--- src/rtl/mwadd_pkg.sv ---
// mwadd_pkg: sequencer state encoding and counter-width helper shared by the multiword adder files
package mwadd_pkg;
  typedef enum logic [1:0] {S_IDLE, S_RUN, S_DONE} state_t;
  function automatic int cnt_w(input int words);
    return words > 1 ? $clog2(words) : 1;
  endfunction
endpackage

--- src/rtl/multiword_add_sequencer_if.sv ---
// multiword_add_sequencer_if: operand/result valid-ready bundle (in_valid/in_ready/in_a/in_b/in_cin[/in_sub with MWADD_SUB_EN], out_valid/out_ready/out_sum/out_cout, busy); master=producer+consumer, slave=sequencer
interface multiword_add_sequencer_if #(parameter int WIDTH = 8, parameter int WORDS = 4);
  localparam int N = WIDTH * WORDS;
  logic in_valid, in_ready, in_cin, out_valid, out_ready, out_cout, busy;
  logic [N-1:0] in_a, in_b, out_sum;
`ifdef MWADD_SUB_EN
  logic in_sub;
`endif
  modport master (
`ifdef MWADD_SUB_EN
    output in_sub,
`endif
    output in_valid, in_a, in_b, in_cin, out_ready,
    input in_ready, out_valid, out_sum, out_cout, busy
  );
  modport slave (
`ifdef MWADD_SUB_EN
    input in_sub,
`endif
    input in_valid, in_a, in_b, in_cin, out_ready,
    output in_ready, out_valid, out_sum, out_cout, busy
  );
endinterface

--- src/rtl/mwadd_chunk_adder.sv ---
// mwadd_chunk_adder: combinational WIDTH-bit full-adder chain; A, B, Cin in; S, Cout out
module mwadd_chunk_adder #(parameter int WIDTH = 8) (
  input  logic [WIDTH-1:0] A,
  input  logic [WIDTH-1:0] B,
  input  logic             Cin,
  output logic [WIDTH-1:0] S,
  output logic             Cout
);
  logic [WIDTH:0] c;
  assign c[0] = Cin;
  for (genvar i = 0; i < WIDTH; i++) begin : g_fa
    assign S[i]   = A[i] ^ B[i] ^ c[i];
    assign c[i+1] = (A[i] & B[i]) | (c[i] & (A[i] ^ B[i]));
  end
  assign Cout = c[WIDTH];
endmodule

--- src/rtl/multiword_add_sequencer.sv ---
// multiword_add_sequencer: WIDTH*WORDS-bit add (subtract with MWADD_SUB_EN) one chunk per cycle on a shared adder; ports clk, rst_n, bus (slave side of multiword_add_sequencer_if)
module multiword_add_sequencer import mwadd_pkg::*; #(
  parameter int WIDTH = 8,
  parameter int WORDS = 4
) (
  input logic clk,
  input logic rst_n,
  multiword_add_sequencer_if.slave bus
);
  localparam int N  = WIDTH * WORDS;
  localparam int CW = cnt_w(WORDS);
  state_t state_q, state_d;
  logic [N-1:0] a_q, a_d, b_q, b_d, sum_q, sum_d;
  logic [CW-1:0] cnt_q, cnt_d;
  logic carry_q, carry_d, out_valid_q, busy_q;
  logic [WIDTH-1:0] s;
  logic c, last, accept, sub;
`ifdef MWADD_SUB_EN
  assign sub = bus.in_sub;
`else
  assign sub = 1'b0;
`endif
  mwadd_chunk_adder #(.WIDTH(WIDTH)) u_add (
    .A(a_q[cnt_q*WIDTH +: WIDTH]),
    .B(b_q[cnt_q*WIDTH +: WIDTH]),
    .Cin(carry_q),
    .S(s),
    .Cout(c)
  );
  assign last         = cnt_q == CW'(WORDS - 1);
  // S_DONE hands over to a new operand in the same cycle the result is taken
  assign bus.in_ready = state_q == S_IDLE || (state_q == S_DONE && bus.out_ready);
  assign accept       = bus.in_valid && bus.in_ready;
  always_comb begin
    state_d = state_q;
    a_d     = a_q;
    b_d     = b_q;
    carry_d = carry_q;
    cnt_d   = cnt_q;
    sum_d   = sum_q;
    if (accept) begin
      state_d = S_RUN;
      a_d     = bus.in_a;
      // subtraction is A + ~B + 1, so B is stored inverted and the carry forced
      b_d     = sub ? ~bus.in_b : bus.in_b;
      carry_d = sub | bus.in_cin;
      cnt_d   = '0;
      sum_d   = '0;
    end else if (state_q == S_RUN) begin
      sum_d[cnt_q*WIDTH +: WIDTH] = s;
      carry_d = c;
      cnt_d   = cnt_q + CW'(!last);
      state_d = last ? S_DONE : S_RUN;
    end else if (state_q == S_DONE && bus.out_ready) begin
      state_d = S_IDLE;
    end
  end
  always_ff @(posedge clk or negedge rst_n) begin
    if (!rst_n) begin
      state_q     <= S_IDLE;
      a_q         <= '0;
      b_q         <= '0;
      sum_q       <= '0;
      cnt_q       <= '0;
      carry_q     <= 1'b0;
      out_valid_q <= 1'b0;
      busy_q      <= 1'b0;
    end else begin
      state_q     <= state_d;
      a_q         <= a_d;
      b_q         <= b_d;
      sum_q       <= sum_d;
      cnt_q       <= cnt_d;
      carry_q     <= carry_d;
      out_valid_q <= state_d == S_DONE;
      busy_q      <= state_d == S_RUN;
    end
  end
  assign bus.out_valid = out_valid_q;
  assign bus.out_sum   = sum_q;
  assign bus.out_cout  = carry_q;
  assign bus.busy      = busy_q;
endmodule

--- src/flat_wrapper.sv ---
// flat-port wrapper written by rule: the top's interface ports become plain ports
module multiword_add_sequencer_flat import mwadd_pkg::*;
#(
  parameter int WIDTH = 8,
  parameter int WORDS = 4
)
  (clk, rst_n, bus_in_valid, bus_in_a, bus_in_b, bus_in_cin, bus_out_ready, bus_in_ready, bus_out_valid, bus_out_sum, bus_out_cout, bus_busy);
  multiword_add_sequencer_if #(.WIDTH(WIDTH), .WORDS(WORDS)) bus_i ();
  input logic clk;
  input logic rst_n;
  input wire logic [$bits(bus_i.in_valid)-1:0] bus_in_valid;
  input wire logic [$bits(bus_i.in_a)-1:0] bus_in_a;
  input wire logic [$bits(bus_i.in_b)-1:0] bus_in_b;
  input wire logic [$bits(bus_i.in_cin)-1:0] bus_in_cin;
  input wire logic [$bits(bus_i.out_ready)-1:0] bus_out_ready;
  output wire logic [$bits(bus_i.in_ready)-1:0] bus_in_ready;
  output wire logic [$bits(bus_i.out_valid)-1:0] bus_out_valid;
  output wire logic [$bits(bus_i.out_sum)-1:0] bus_out_sum;
  output wire logic [$bits(bus_i.out_cout)-1:0] bus_out_cout;
  output wire logic [$bits(bus_i.busy)-1:0] bus_busy;
  assign bus_i.in_valid = bus_in_valid;
  assign bus_i.in_a = bus_in_a;
  assign bus_i.in_b = bus_in_b;
  assign bus_i.in_cin = bus_in_cin;
  assign bus_i.out_ready = bus_out_ready;
  assign bus_in_ready = bus_i.in_ready;
  assign bus_out_valid = bus_i.out_valid;
  assign bus_out_sum = bus_i.out_sum;
  assign bus_out_cout = bus_i.out_cout;
  assign bus_busy = bus_i.busy;
  multiword_add_sequencer #(.WIDTH(WIDTH), .WORDS(WORDS)) u_core (.clk(clk), .rst_n(rst_n), .bus(bus_i));
endmodule
--- config.mk ---
export PLATFORM = sky130hd
export DESIGN_NAME = multiword_add_sequencer_flat
export DESIGN_NICKNAME = d
export VERILOG_FILES = /design/src/rtl/mwadd_pkg.sv /design/src/rtl/multiword_add_sequencer_if.sv /design/src/rtl/mwadd_chunk_adder.sv /design/src/rtl/multiword_add_sequencer.sv /design/src/flat_wrapper.sv
export SDC_FILE = /design/constraint.sdc
export NUM_CORES = 1
export LEC_CHECK = 0
export CAP_MARGIN = 10
export CELL_PAD_IN_SITES_DETAIL_PLACEMENT = 2
export CELL_PAD_IN_SITES_GLOBAL_PLACEMENT = 2
export CORE_ASPECT_RATIO = 1.75
export CORE_MARGIN = 1.5
export CORE_UTILIZATION = 30
export CTS_BUF_LIST = sky130_fd_sc_hd__clkbuf_8
export DETAILED_ROUTE_END_ITERATION = 16
export DONT_BUFFER_PORTS = 1
export PLACE_DENSITY = 0.72
export SLEW_MARGIN = 20
export SYNTH_ARGS = -nofsm -noshare
export SYNTH_HDL_FRONTEND = slang
export SYNTH_SLANG_ARGS = --single-unit
--- constraint.sdc ---
create_clock -name clk -period 4.36 [get_ports clk]
set_input_delay 0.872 -clock clk [delete_from_list [all_inputs] [get_ports clk]]
set_output_delay 0.872 -clock clk [all_outputs]
set_load 0.01 [all_outputs]
==> results.py, run 1 <==
metrics = {
    "setup_path": {
        "cp_top_family": "adder cells",
        "r2r_cells": 14,
        "cp.buffers_inverters": 4,
        "cp_slowest_cell": "dfrtp_2",
        "cp_cell_sequence": "mux4_2 > inv_1 > fa_1 > fa_1 > fa_2 > fa_2 > fa_1 > inv_1 > fa_1 > inv_1 > fa_1 > inv_1 > fa_1 > a32o_1",
        "rr_startpoint": "u_core.cnt_q[0]",
        "r2r_end": "u_core.bus.out_sum[23]",
        "path_max_fanout": 4,
        "cp_slowest_stage_delay_ns": 0.45,
        "worstSetupEndpointType": "register",
        "rrSetupSlack_ns": 0.16,
        "crit_required_ns": 4.62,
        "crit_top_cell": "fa_1",
        "critical_path_class": "register to register",
        "crit_arrival_ns": 4.46,
        "start_kind": "register",
    },
    "floorplan": {
        "fp.dieW_um": 98.0,
        "start_util_pct": 30.8,
        "io-pin-count": 105,
        "core_area_um2": 15400,
        "fp.dieH_um": 169,
        "num_rows": 60,
        "die_area_um2": 16600,
    },
    "drt": {
        "ant_nets": 0,
        "first_pass_iters": 4,
        "drc_errors": 0,
        "vias": 2493,
        "routedWlPerCell_um": 24.4,
        "routed_wl_um": 12000,
        "drt_iter0_markers": 62,
        "viasPerCell": 5.07,
    },
    "synth": {
        "synthCells": 303,
        "mappedNetlistNets": 386,
        "ys_warn_count": 0,
        "synth_cell_types": 36,
        "ys_seq_area_share_pct": 54.4,
        "synthTopCellsByArea": "dfrtp_1 54%, mux2_2 8.8%, mux2_4 8.5%",
        "syn_avg_cell_area_um2": 15.7,
        "synth_edf_count": 0,
        "synthFlopType": "dfrtp_1",
        "synth_top_area_share_pct": 54.4,
        "synth_area_leader_cell": "dfrtp_1",
        "async_flop_share_pct": 100,
        "ys_ff_latch": 103,
        "post_synth_instance_area_um2": 4740,
    },
    "timing": {
        "drv_slew": 0,
        "skew_ns": 0.0122,
        "worst_slew_pin_slew_ns": 1.03,
        "min_period_ns": 4.20,
        "relSlewSlack_pct": 31.0,
        "hold_ws_ns": 0.188,
        "rsz0062_at_grt": "false",
        "post-route-period-util_pct": 96.4,
        "setup_viol": 0,
        "setup_tns_ns": 0,
        "final_hold_viol_count": 0,
        "fmax_mhz": 238,
    },
    "final_layout": {
        "layoutNonFillerInstCount": 492,
        "syn_to_final_growth_pct": 6.81,
        "layout-drive-gt1-share_pct": 35.0,
        "fin_util_pct": 32.9,
        "final_net_count": 385,
        "antenna_cells": 0,
        "final_common_cell": "dfrtp_1",
        "fillers": 1541,
        "most-common-layout-cells": "102 x dfrtp_1, 37 x mux2_2, 27 x mux2_4",
    },
    "global_route": {
        "grt_pass1_vias": 3047,
        "grt_pass1_wl_um": 18700,
        "grt_usage_pct": 15.3,
        "antenna_found_initial": 1,
        "overflow": 0,
        "grt_max_degree": 104,
    },
    "clock_network": {
        "cts_hold_buf": 0,
        "cts_buffers": 9,
        "cts_tree": "yes",
        "cts_htree_levels": 3,
        "clkTransAtPathRegs_ns": 0.10,
        "clockBufferDepth": 2,
        "clkLatencyLatePin_ns": 0.37,
        "clkSinkCount": 103,
        "cts.root.buffer_cell": "clkbuf_8",
    },
    "worst_hold_path": {
        "hold_class": "input port to async pin",
    },
    "power": {
        "vdd_drop_max_uv": 422,
        "p_leak_nw": 2.21,
        "pwr_density_cell_nw_per_um2": 956,
    },
    "placement": {
        "place_congestion": 0.759,
        "dp_hpwl_um": 9200,
        "portBuffers": 0,
        "post-place-cells": 477,
    },
    "status": {
        "status": "completed",
    },
    "job": {
        "maxCapViolCount": 0,
    },
}
==> per-stage QoR <==
step	power, mW	setup slack [ns]	area [um2]
after global routing	5.22	0.00240	5060
after detailed placement	4.38	0.109	4880
after global placement	4.25	0.186	4880
after floorplan	3.50	0.0361	4760
after CTS	4.98	0.0930	5060
final	4.84	0.155	5060
==> area by class of cell <==
| class | count | area (um2) | share of cell area [%] |
|---|---|---|---|
| flip-flops and latches | 103 | 2580 | 50.9 |
| repair buffers | 5 | 37.5 | 0.741 |
| inverters | 21 | 78.8 | 1.56 |
| multi-input cells | 162 | 1950 | 38.5 |
| well taps | 186 | 233 | 4.59 |
| clock buffers | 9 | 124 | 2.45 |
| clock inverters | 6 | 63.8 | 1.26 |
==> flip-flops by register name, summed over array words and instances (netlist names) <==
name	flops
u_core.b_q	32
u_core.bus.out_sum	32
u_core.state_q	2
u_core.cnt_q	2
u_core.bus.out_cout	1
u_core.a_q	32
u_core.bus.busy	1
u_core.bus.out_valid	1
==> logic make-up after synthesis <==
logic type / synth area share [%]
flops: 54.4
fa+ha+maj: 4.96
mux: 25.4
simple gates: 3.19
buf+inv: 4.64
compound gates: 7.49
==> worst max-delay path by stage <==
stage / slack (ns) / depth (start not counted) / from / end
global placement: 0.19 / 14 / u_core.cnt_q[0] / u_core.bus.out_sum[23]
detailed placement: 0.11 / 14 / u_core.cnt_q[0] / u_core.bus.out_sum[31]
floorplan: 0.04 / 16 / u_core.cnt_q[0] / u_core.bus.out_sum[23]
CTS: 0.09 / 14 / u_core.cnt_q[0] / u_core.bus.out_sum[23]
global route: 0.002 / 14 / u_core.cnt_q[0] / u_core.bus.out_sum[23]
finish: 0.16 / 14 / u_core.cnt_q[0] / u_core.bus.out_sum[23]
==> report_power, final <==
group | switching, mW | total (mW) | leakage [nW] | internal (mW)
Combinational | 1.29 | 2.48 | 0.830 | 1.19
Clock | 0.325 | 0.587 | 0.0965 | 0.262
Sequential | 0.370 | 1.77 | 1.28 | 1.40
==> synthesized netlist by cell type, types with 2 or more instances <==
| master | count |
|---|---|
| mux2_2 | 37 |
| clkbuf_1 | 3 |
| buf_6 | 4 |
| nor2_1 | 9 |
| a22o_1 | 8 |
| o2bb2ai_1 | 22 |
| nand3b_1 | 2 |
| ha_1 | 6 |
| mux2i_1 | 2 |
| a32o_1 | 2 |
| buf_2 | 2 |
| fa_1 | 8 |
| buf_8 | 2 |
| nand2b_1 | 2 |
| buf_4 | 6 |
| a21boi_0 | 2 |
| nor2b_1 | 2 |
| inv_1 | 21 |
| nand4_1 | 2 |
| a22oi_2 | 2 |
| dfrtp_1 | 103 |
| mux4_2 | 16 |
| mux2_4 | 27 |
==> worst register-to-register path: cells and delay by family (launching register included) <==
family / cells / cell delay, ns
adder cells (fa/ha/maj): 8 / 2.83
buffers and inverters: 4 / 0.26
AO/OA/AOI/OAI: 1 / 0.23
flip-flops: 1 / 0.45
multiplexers: 1 / 0.34
==> repair_timing <==
item / CTS / global route
buffers inserted: 0 / 0
gates resized for setup: 0 / 1
setup endpoints to repair: 0 / 4
==> metal layers <==
layer / up-vias / part of all wire (%) / track usage, %
li1: 1089 / - / -
met1: 1332 / 34 / 15.3
met2: 61 / 60 / 30.4
met3: 11 / 3.1 / 2.76
met4: 0 / 2.1 / 5.84
met5: - / 0 / 0
(Power assumes the default switching activity.)
==> run 2: changes to the inputs <==
--- a/config.mk
+++ b/config.mk
@@ -11,7 +11,8 @@
 export CORE_ASPECT_RATIO = 1.75
 export CORE_MARGIN = 1.5
 export CORE_UTILIZATION = 30
-export CTS_BUF_LIST = sky130_fd_sc_hd__clkbuf_8
+export CTS_BUF_LIST = sky130_fd_sc_hd__clkbuf_16
+export CTS_CLUSTER_DIAMETER = 100
 export DETAILED_ROUTE_END_ITERATION = 16
 export DONT_BUFFER_PORTS = 1
 export PLACE_DENSITY = 0.72
==> run 2 against run 1 <==
Compared with the run above:
- clock power up 33%
- global-route usage increased by 0.062 points
- sequential share of layout area is 1.0 points lower
- critical path depth unchanged
- first-iteration DRC count decreased by 19%
- register-to-register slack got worse by 0.02 ns
- setup slack got worse by 0.018 ns
- wire length stayed put
- via count unchanged
- die area did not move
- non-clock buffer count stayed put
- highest routed layer unchanged
==> results.py, run 2 (same netlist as run 1, synthesis figures left out) <==
metrics = {
    "final_layout": {
        "final_net_count": 385,
        "most-common-layout-cells": "102 x dfrtp_1, 37 x mux2_2, 27 x mux2_4",
        "antenna_cells": 0,
        "syn_to_final_growth_pct": 8.94,
        "final_cell_area_um2": 5170,
        "layout-drive-gt1-share_pct": 35.0,
        "fin_util_pct": 33.6,
        "final_common_cell": "dfrtp_1",
        "layoutNonFillerInstCount": 492,
    },
    "floorplan": {
        "start_util_pct": 30.8,
        "io-pin-count": 105,
        "fp.dieH_um": 169,
        "die_area_um2": 16600,
        "num_rows": 60,
        "core_area_um2": 15400,
        "fp.dieW_um": 98.0,
    },
    "worst_hold_path": {
        "hold_class": "input port to async pin",
    },
    "clock_network": {
        "clkSinkCount": 103,
        "cts_buffers": 9,
        "clockBufferDepth": 2,
        "cts_tree": "yes",
        "post_cts_buffers": 0,
        "clkTransAtPathRegs_ns": 0.07,
        "clkLatencyLatePin_ns": 0.34,
        "cts.root.buffer_cell": "clkbuf_16",
        "cts_htree_levels": 3,
    },
    "setup_path": {
        "worstSetupEndpointType": "register",
        "cp_slowest_stage_delay_ns": 0.45,
        "cp_cell_sequence": "mux4_2 > inv_1 > fa_1 > fa_1 > fa_2 > fa_2 > fa_1 > inv_1 > fa_1 > inv_1 > fa_1 > inv_1 > fa_1 > a32o_1",
        "start_kind": "register",
        "r2r_end": "u_core.bus.out_sum[23]",
        "crit_top_cell": "fa_1",
        "path_max_fanout": 4,
        "rr_startpoint": "u_core.cnt_q[0]",
        "critical_path_class": "register to register",
        "crit_required_ns": 4.59,
        "rrSetupSlack_ns": 0.14,
        "cp_slowest_cell": "fa_1",
        "crit_arrival_ns": 4.45,
        "r2r_cells": 14,
    },
    "placement": {
        "pre_cts_slack_ns": 0.109,
        "dp_hpwl_um": 9200,
        "dpl_cell_area_um2": 4880,
        "place_congestion": 0.759,
        "post-place-cells": 477,
        "portBuffers": 0,
    },
    "drt": {
        "routedWlPerCell_um": 24.4,
        "routed_wl_um": 12000,
        "ant_nets": 0,
        "drt_iter0_markers": 50,
        "viasPerCell": 5.07,
        "vias": 2493,
        "drc_errors": 0,
        "first_pass_iters": 4,
    },
    "timing": {
        "rsz0062_at_grt": "false",
        "drv_slew": 0,
        "post-route-period-util_pct": 96.8,
        "final_hold_viol_count": 0,
        "setup_viol": 0,
        "min_period_ns": 4.22,
        "relSlewSlack_pct": 31.9,
        "skew_ns": 0.00751,
        "fmax_mhz": 237,
        "setup_ws_ns": 0.138,
        "hold_ws_ns": 0.220,
        "worst_slew_pin_slew_ns": 1.02,
        "setup_tns_ns": 0,
    },
    "power": {
        "post-layout-total-power_mw": 5.04,
        "vdd_drop_max_uv": 440,
        "pwr_density_cell_nw_per_um2": 976,
        "p_leak_nw": 2.25,
    },
    "status": {
        "status": "completed",
    },
    "global_route": {
        "grt_pass1_vias": 3045,
        "grt_max_degree": 104,
        "antenna_found_initial": 1,
        "overflow": 0,
        "grt_usage_pct": 15.3,
        "grt_pass1_wl_um": 18700,
    },
    "job": {
        "maxCapViolCount": 0,
    },
}
run 2: cell types whose count changed in the layout (fill, tap and decap cells not counted):
cell / delta
clkbuf_8: -9
clkbuf_16: +9
run 2: layer usage:
| metal | wire length [um] | up-vias | global-route usage (%) |
|---|---|---|---|
| li1 | - | 1090 | - |
| met1 | 4130 | 1332 | 15.4 |
| met2 | 7370 | 61 | 30.9 |
| met3 | 358 | 10 | 2.88 |
| met4 | 172 | 0 | 5.03 |
| met5 | 0 | - | 0 |
run 2: worst max-delay path by stage:
stage	cells past startpoint	startpoint	slack, ns	to
after global placement	14	u_core.cnt_q[0]	0.19	u_core.bus.out_sum[23]
after floorplan	16	u_core.cnt_q[0]	0.04	u_core.bus.out_sum[23]
after detailed placement	14	u_core.cnt_q[0]	0.11	u_core.bus.out_sum[31]
after global routing	14	u_core.cnt_q[0]	0.003	u_core.bus.out_sum[23]
final	14	u_core.cnt_q[0]	0.14	u_core.bus.out_sum[23]
after CTS	14	u_core.cnt_q[0]	0.11	u_core.bus.out_sum[23]
run 2: cell type report:
cell class | instances | area (um2)
clock inverters | 6 | 63.8
clock buffers | 9 | 225
fillers | 1534 | 10200
inverters | 21 | 78.8
flip-flops and latches | 103 | 2580
repair buffers | 5 | 37.5
well taps | 186 | 233
multi-input cells | 162 | 1950
run 2: what timing repair did:
item	CTS	global route
resized for setup	0	1
endpoints found under the setup margin	0	2
hold buffers	0	0
run 2: worst max-delay path: cells and delay by family (launching register included):
family                   cells  cell delay [ns]
adder cells (fa/ha/maj)      8             2.83
flip-flops                   1             0.44
multiplexers                 1             0.34
buffers and inverters        4             0.26
AO/OA/AOI/OAI                1             0.23
run 2: where the power goes:
| group | total (mW) | internal (mW) | switching, mW |
|---|---|---|---|
| logic | 2.48 | 1.19 | 1.30 |
| clock network | 0.783 | 0.441 | 0.343 |
| registers | 1.78 | 1.40 | 0.371 |
| total | 5.04 | 3.03 | 2.01 |
==> run 3: changes to the inputs <==
--- a/config.mk
+++ b/config.mk
@@ -20,3 +20,4 @@
 export SYNTH_ARGS = -nofsm -noshare
 export SYNTH_HDL_FRONTEND = slang
 export SYNTH_SLANG_ARGS = --single-unit
+export TNS_END_PERCENT = 5
==> results of run 3 <==
Same layout as run 2: the final DEF is identical, and so are final timing and power.
